$ cat src/rtl/csa_seq_block_adder_if.sv
// Operand/result bus for csa_seq_block_adder.
// Optional SIGNED_OVF_EN adds the ovf signal to the result side.
//
// Handshake: a transfer happens on a rising clock edge where valid and ready
// are both high. The producer holds valid and its payload steady until that
// edge, and valid never waits on ready. Ready may depend on the consumer's
// state only.
interface csa_seq_block_adder_if #(
    parameter int WIDTH = 16
);
    logic             in_valid;
    logic             in_ready;
    logic [WIDTH-1:0] a;
    logic [WIDTH-1:0] b;
    logic             cin;
    logic             out_valid;
    logic             out_ready;
    logic [WIDTH-1:0] sum;
    logic             cout;
`ifdef SIGNED_OVF_EN
    logic             ovf;

    modport master (
        output in_valid, a, b, cin, out_ready,
        input  in_ready, out_valid, sum, cout, ovf
    );

    modport slave (
        input  in_valid, a, b, cin, out_ready,
        output in_ready, out_valid, sum, cout, ovf
    );
`else
    modport master (
        output in_valid, a, b, cin, out_ready,
        input  in_ready, out_valid, sum, cout
    );

    modport slave (
        input  in_valid, a, b, cin, out_ready,
        output in_ready, out_valid, sum, cout
    );
`endif
endinterface

$ cat src/rtl/csa_seq_block_adder.sv
// Multi-cycle carry-select adder: one BLOCK-bit slice per clock.
// Both slice sums (carry-in 0 and 1) are formed every RUN cycle and the
// registered carry picks one, so the carry register closes the select loop.
// Optional feature: define SIGNED_OVF_EN to add the signed overflow output.
module csa_seq_block_adder #(
    parameter int WIDTH = 16,
    parameter int BLOCK = 4
) (
    input  logic                 clk,
    input  logic                 rst_n,
    csa_seq_block_adder_if.slave bus,
    output logic [1:0]           dbg_state
);
    localparam int NBLK = WIDTH / BLOCK;
    localparam int IDXW = (NBLK > 1) ? $clog2(NBLK) : 1;

    // Illegal geometry stops elaboration.
    if (BLOCK < 1) begin : g_bad_block
        $fatal(1, "csa_seq_block_adder: BLOCK must be >= 1");
    end else if ((WIDTH % BLOCK) != 0) begin : g_bad_width
        $fatal(1, "csa_seq_block_adder: WIDTH must be a multiple of BLOCK");
    end

    typedef enum logic [1:0] {
        IDLE = 2'd0,
        RUN  = 2'd1,
        DONE = 2'd2
    } state_e;

    state_e           state_q, state_d;
    logic [IDXW-1:0]  idx_q, idx_d;
    logic             carry_q, carry_d;
    logic [WIDTH-1:0] a_q, a_d;
    logic [WIDTH-1:0] b_q, b_d;
    logic [WIDTH-1:0] sum_q, sum_d;
    logic             cout_q, cout_d;
`ifdef SIGNED_OVF_EN
    logic             ovf_q, ovf_d;
`endif

    int               base;
    logic [BLOCK-1:0] a_sl, b_sl;
    logic [BLOCK:0]   s0, s1;
    logic [BLOCK-1:0] sel_sum;
    logic             sel_c;

    // Current slice: both candidate sums and the carry-selected result.
    always_comb begin
        base    = int'(idx_q) * BLOCK;
        a_sl    = a_q[base +: BLOCK];
        b_sl    = b_q[base +: BLOCK];
        s0      = {1'b0, a_sl} + {1'b0, b_sl};
        s1      = s0 + (BLOCK+1)'(1);
        sel_sum = carry_q ? s1[BLOCK-1:0] : s0[BLOCK-1:0];
        sel_c   = carry_q ? s1[BLOCK] : s0[BLOCK];
    end

    // Next-state and datapath updates for IDLE -> RUN -> DONE -> IDLE.
    always_comb begin
        state_d = state_q;
        idx_d   = idx_q;
        carry_d = carry_q;
        a_d     = a_q;
        b_d     = b_q;
        sum_d   = sum_q;
        cout_d  = cout_q;
`ifdef SIGNED_OVF_EN
        ovf_d   = ovf_q;
`endif
        unique case (state_q)
            IDLE: begin
                if (bus.in_valid) begin
                    a_d     = bus.a;
                    b_d     = bus.b;
                    carry_d = bus.cin;
                    idx_d   = '0;
                    sum_d   = '0;
                    state_d = RUN;
                end
            end
            RUN: begin
                sum_d[base +: BLOCK] = sel_sum;
                carry_d              = sel_c;
                idx_d                = idx_q + IDXW'(1);
                if (idx_q == IDXW'(NBLK - 1)) begin
                    cout_d  = sel_c;
`ifdef SIGNED_OVF_EN
                    // Carry into the MSB is recovered from the selected sum bit.
                    ovf_d   = (sel_sum[BLOCK-1] ^ a_sl[BLOCK-1] ^ b_sl[BLOCK-1]) ^ sel_c;
`endif
                    idx_d   = '0;
                    state_d = DONE;
                end
            end
            DONE: begin
                if (bus.out_ready) begin
                    state_d = IDLE;
                end
            end
            default: begin
                state_d = IDLE;
            end
        endcase
    end

    // State and datapath registers; reset aborts any add in flight.
    always_ff @(posedge clk or negedge rst_n) begin
        if (!rst_n) begin
            state_q <= IDLE;
            idx_q   <= '0;
            carry_q <= 1'b0;
            a_q     <= '0;
            b_q     <= '0;
            sum_q   <= '0;
            cout_q  <= 1'b0;
`ifdef SIGNED_OVF_EN
            ovf_q   <= 1'b0;
`endif
        end else begin
            state_q <= state_d;
            idx_q   <= idx_d;
            carry_q <= carry_d;
            a_q     <= a_d;
            b_q     <= b_d;
            sum_q   <= sum_d;
            cout_q  <= cout_d;
`ifdef SIGNED_OVF_EN
            ovf_q   <= ovf_d;
`endif
        end
    end

    assign bus.in_ready  = (state_q == IDLE);
    assign bus.out_valid = (state_q == DONE);
    assign bus.sum       = sum_q;
    assign bus.cout      = cout_q;
`ifdef SIGNED_OVF_EN
    assign bus.ovf       = ovf_q;
`endif
    assign dbg_state     = state_q;

endmodule

$ cat src/flat_wrapper.sv
// flat-port wrapper written by rule: the top's interface ports become plain ports
module csa_seq_block_adder_flat 
#(
    parameter int WIDTH = 16,
    parameter int BLOCK = 4
)
  (clk, rst_n, dbg_state, bus_in_valid, bus_a, bus_b, bus_cin, bus_out_ready, bus_in_ready, bus_out_valid, bus_sum, bus_cout);
  csa_seq_block_adder_if #(.WIDTH(WIDTH)) bus_i ();
  input  logic clk;
  input  logic rst_n;
  output logic [1:0] dbg_state;
  input wire logic [$bits(bus_i.in_valid)-1:0] bus_in_valid;
  input wire logic [$bits(bus_i.a)-1:0] bus_a;
  input wire logic [$bits(bus_i.b)-1:0] bus_b;
  input wire logic [$bits(bus_i.cin)-1:0] bus_cin;
  input wire logic [$bits(bus_i.out_ready)-1:0] bus_out_ready;
  output wire logic [$bits(bus_i.in_ready)-1:0] bus_in_ready;
  output wire logic [$bits(bus_i.out_valid)-1:0] bus_out_valid;
  output wire logic [$bits(bus_i.sum)-1:0] bus_sum;
  output wire logic [$bits(bus_i.cout)-1:0] bus_cout;
  assign bus_i.in_valid = bus_in_valid;
  assign bus_i.a = bus_a;
  assign bus_i.b = bus_b;
  assign bus_i.cin = bus_cin;
  assign bus_i.out_ready = bus_out_ready;
  assign bus_in_ready = bus_i.in_ready;
  assign bus_out_valid = bus_i.out_valid;
  assign bus_sum = bus_i.sum;
  assign bus_cout = bus_i.cout;
  csa_seq_block_adder #(.WIDTH(WIDTH), .BLOCK(BLOCK)) u_core (.clk(clk), .rst_n(rst_n), .bus(bus_i), .dbg_state(dbg_state));
endmodule
$ cat config.mk
export PLATFORM = sky130hd
export DESIGN_NAME = csa_seq_block_adder_flat
export DESIGN_NICKNAME = d
export VERILOG_FILES = /design/src/rtl/csa_seq_block_adder_if.sv /design/src/rtl/csa_seq_block_adder.sv /design/src/flat_wrapper.sv
export SDC_FILE = /design/constraint.sdc
export NUM_CORES = 1
export LEC_CHECK = 0
export CORE_MARGIN = 2
export CORE_UTILIZATION = 45
export CTS_CLUSTER_DIAMETER = 40
export CTS_CLUSTER_SIZE = 8
export DETAILED_ROUTE_END_ITERATION = 8
export PLACE_DENSITY = 0.69
export SYNTH_ARGS = -nofsm -noshare
export SYNTH_HDL_FRONTEND = slang
export SYNTH_SLANG_ARGS = --single-unit
$ cat constraint.sdc
create_clock -name clk -period 4.8 [get_ports clk]
set_clock_uncertainty 0.05 [all_clocks]
set_input_delay 0.48 -clock clk [delete_from_list [all_inputs] [get_ports clk]]
set_output_delay 0.48 -clock clk [all_outputs]
set_load 0.005 [all_outputs]
==> impl_results.md <==
- Achievable frequency: 304 MHz
- Crit-path slowest cell: dfrtp_1
- Hold-fix buffers at CTS: 0
- Status: finished clean
- Post-cts resize count: 0
- Via density per instance: 5.38
- Worst-margin pin slew: between 0.6 and 0.7 ns
- Fill cells: 493
- Startpoint types: register
- Layout cell share with drive strength beyond 1: 19.8%
- R2r startpoint: u_core.idx_q[0]
- Syn. warnings: 0
- Initial antenna violation count: 0
- CTS Buffer Depth: 2
- Crit share post-route: about two thirds
- Final Critical Period: about 3.3 ns
- Post-Place Cell Area: 3300 um^2
- Die Area: 6540 um^2
- RSZ-0062 raised after global routing: no
- Setup bufs post-CTS: 0
- CTS sink cnt: 54
- GP Congestion: ~0.85
- CTS tree: yes
- Crit Path Max Fanout: 14
- Critical path, cell by cell: mux4_2 -> ha_1 -> fa_1 -> ha_1 -> o2111ai_2 -> or4_1 -> nand3_1
- Top Ports: 58
- Die Ht: 80.9 um
- Commonest non-fill, non-tap cells in the layout: 56 x clkdlybuf4s50_1, 54 x dfrtp_1, 25 x mux2_2
- Fraction of the yosys area taken by sequential cells: 50.8%
- Worst R2R Path Depth: 7
- Logic pwr share: 58.8%
- Crit path max-delay family: adder cells
- Num rows: 28
- Syn nets: around 250
- Flop2flop setup slack: 1.51 ns
- Crit path required time: 5.00 ns
- CP endpoint kind: register
- Clock insertion delay at the later pin of the skew report: 0.31 ns
- Final setup fails: 0
- Clock Tree Root: clkbuf_8
- DRT Wirelength: 5060 um
- Clock network power share: under 10%
- Arrival time worst endpoint: about 3.5 ns
- Synth cell types: 40
- Internal power: about 1.5 mW
- Main flop type after synthesis: dfrtp_1
- Final hold vios: 0
- Initial core utilization: 45.8%
- Crit path largest cell delay: 0.80 ns
- DIE WIDTH: around 81 um
- Post-synth EDFFs: 0
- Peak supply drop: 0.417 mV
- Number of routed nets with antenna violations: 0
- Final Worst Setup Slack: 1.51 ns
- Worst-path clk slew: 0.09 ns
- FFs w/ async S/R, synth: 100%
- Num CTS Buffers: 5
- Largest net degree at the start of global routing: 55
- Vias: 1791
- First-pass GRT wire length: between 8000 and 9000 um
- Critical path class: register to register
- Sequential share of power: 31.5%
- Pwr dens: roughly 770 nW/um^2
- Critical path buffers and inverters: 0
- Core Area: between 5000 and 6000 um^2
- Port bufs: 57
- Setup slack at placement: around 1.5 ns
- Gate Count Post-Synth: 200
- Sw Share: 42.1%
- Htree depth: 2
- Nets: between 300 and 400
- Setup Total Neg Slack: 0 ns
- Vias in the first global route: 1761
- Final Total Pwr: 2.62 mW
- DR WL/cell: about 15 um
- Most common cell after layout, fill and taps aside: clkdlybuf4s50_1
- GRT Resource Usage Total: between 10% and 20%
- 1st-iter DRT viols: roughly 120
- Drc violations: 0
- Post-Syn Area: 2660 um^2
- Net Sw Power: 1.10 mW
- Leak: ~1.5 nW
- Syn-to-layout area delta: 27.2%
- Remaining Overflow, GRT: 0
- Final instance area: 3390 um^2
- Hold_ws: between 0.2 and 0.25 ns
- Synth Register Bits: 54
- Max Cap Violations: 0
- Critical R2R Capture: u_core.bus.cout
- Crit path top cell by count: ha_1
- Avg Cell Area, Syn: 13.3 um^2
- Max-slew violation count: 0
- Hold crit path type: primary input to async pin
- Antenna cell count: 0
- Pre-antenna DRT Iters: 4
- Critical Path Start: u_core.idx_q[0]
- Hpwl dp: 3750 um
- Max_slew headroom: between 50% and 60%
kinds of logic after synthesis:
kind of cell | share of synthesized area, %
AOI/OAI and AO/OA | 11.5
xor gates and xnor gates | 1.60
adders and majority gates | 4.98
buffers and inverters | 2.35
DFF | 50.8
muxes | 20.7
and+or+nand+nor | 8.13
synthesized netlist by cell type, types with 2 or more instances:
library cell	number	share of area, %
a41o_1	3	1.1
or4_1	2	0.56
a22o_1	13	4.3
buf_2	5	0.94
nor2b_1	5	1.2
mux2_2	25	11
nand4_1	2	0.47
mux4_2	8	6.8
nand2b_1	5	1.2
o211ai_1	3	0.85
a21o_1	3	0.85
mux2_1	7	3.0
clkbuf_1	4	0.56
inv_1	6	0.85
nand2_1	9	1.3
dfrtp_1	54	51
ha_1	9	4.2
xnor2_1	2	0.66
a21oi_1	5	0.94
o22ai_1	2	0.47
nand3_1	4	0.75
nor2_1	6	0.85
sequential cells by signal (all words and copies together) (netlist names):
register	flops
u_core.a_q	16
u_core.b_q	16
u_core.bus.cout	1
u_core.bus.sum	16
u_core.carry_q	1
u_core.dbg_state	2
u_core.idx_q	2
layer usage:
metal	vias up	track usage (%)	wire length [um]
li1	855	-	-
met1	879	22.4	2360
met2	51	27.9	2370
met3	6	4.89	270
met4	0	4.75	58
met5	-	0	0
area by class of cell:
type	instances	area [um^2]	area share (%)
clock buffers	5	68.8	2.03
well taps	75	93.8	2.77
multi-input cells	131	1250	36.8
inverters	6	22.5	0.665
flip-flops and latches	54	1350	39.9
clock inverters	3	21.3	0.628
repair buffers	59	581	17.1
stage by stage:
step	cells	utilization, %
5_1_grt	333	58.2
3_3_place_gp	325	56.7
4_1_cts	333	58.2
2_1_floorplan	200	-
3_5_place_dp	325	56.7
6_report	333	58.2
worst max path at each step:
stage	to	depth (start not counted)
5_1_grt	u_core.bus.cout	7
3_5_place_dp	u_core.bus.cout	7
6_report	u_core.bus.cout	7
3_3_place_gp	u_core.bus.cout	7
4_1_cts	u_core.bus.cout	7
2_1_floorplan	u_core.bus.cout	8
power groups by stage:
| stage | clock network [mW] | logic [mW] | registers, mW |
|---|---|---|---|
| finish | 0.253 | 1.54 | 0.825 |
| detailed placement | 0 | 1.54 | 0.837 |
| global route | 0.281 | 1.71 | 0.853 |
| floorplan | 0 | 1.20 | 0.744 |
| CTS | 0.263 | 1.55 | 0.828 |
| global placement | 0 | 1.52 | 0.831 |
Note: power is estimated with default switching activity, not from simulation.
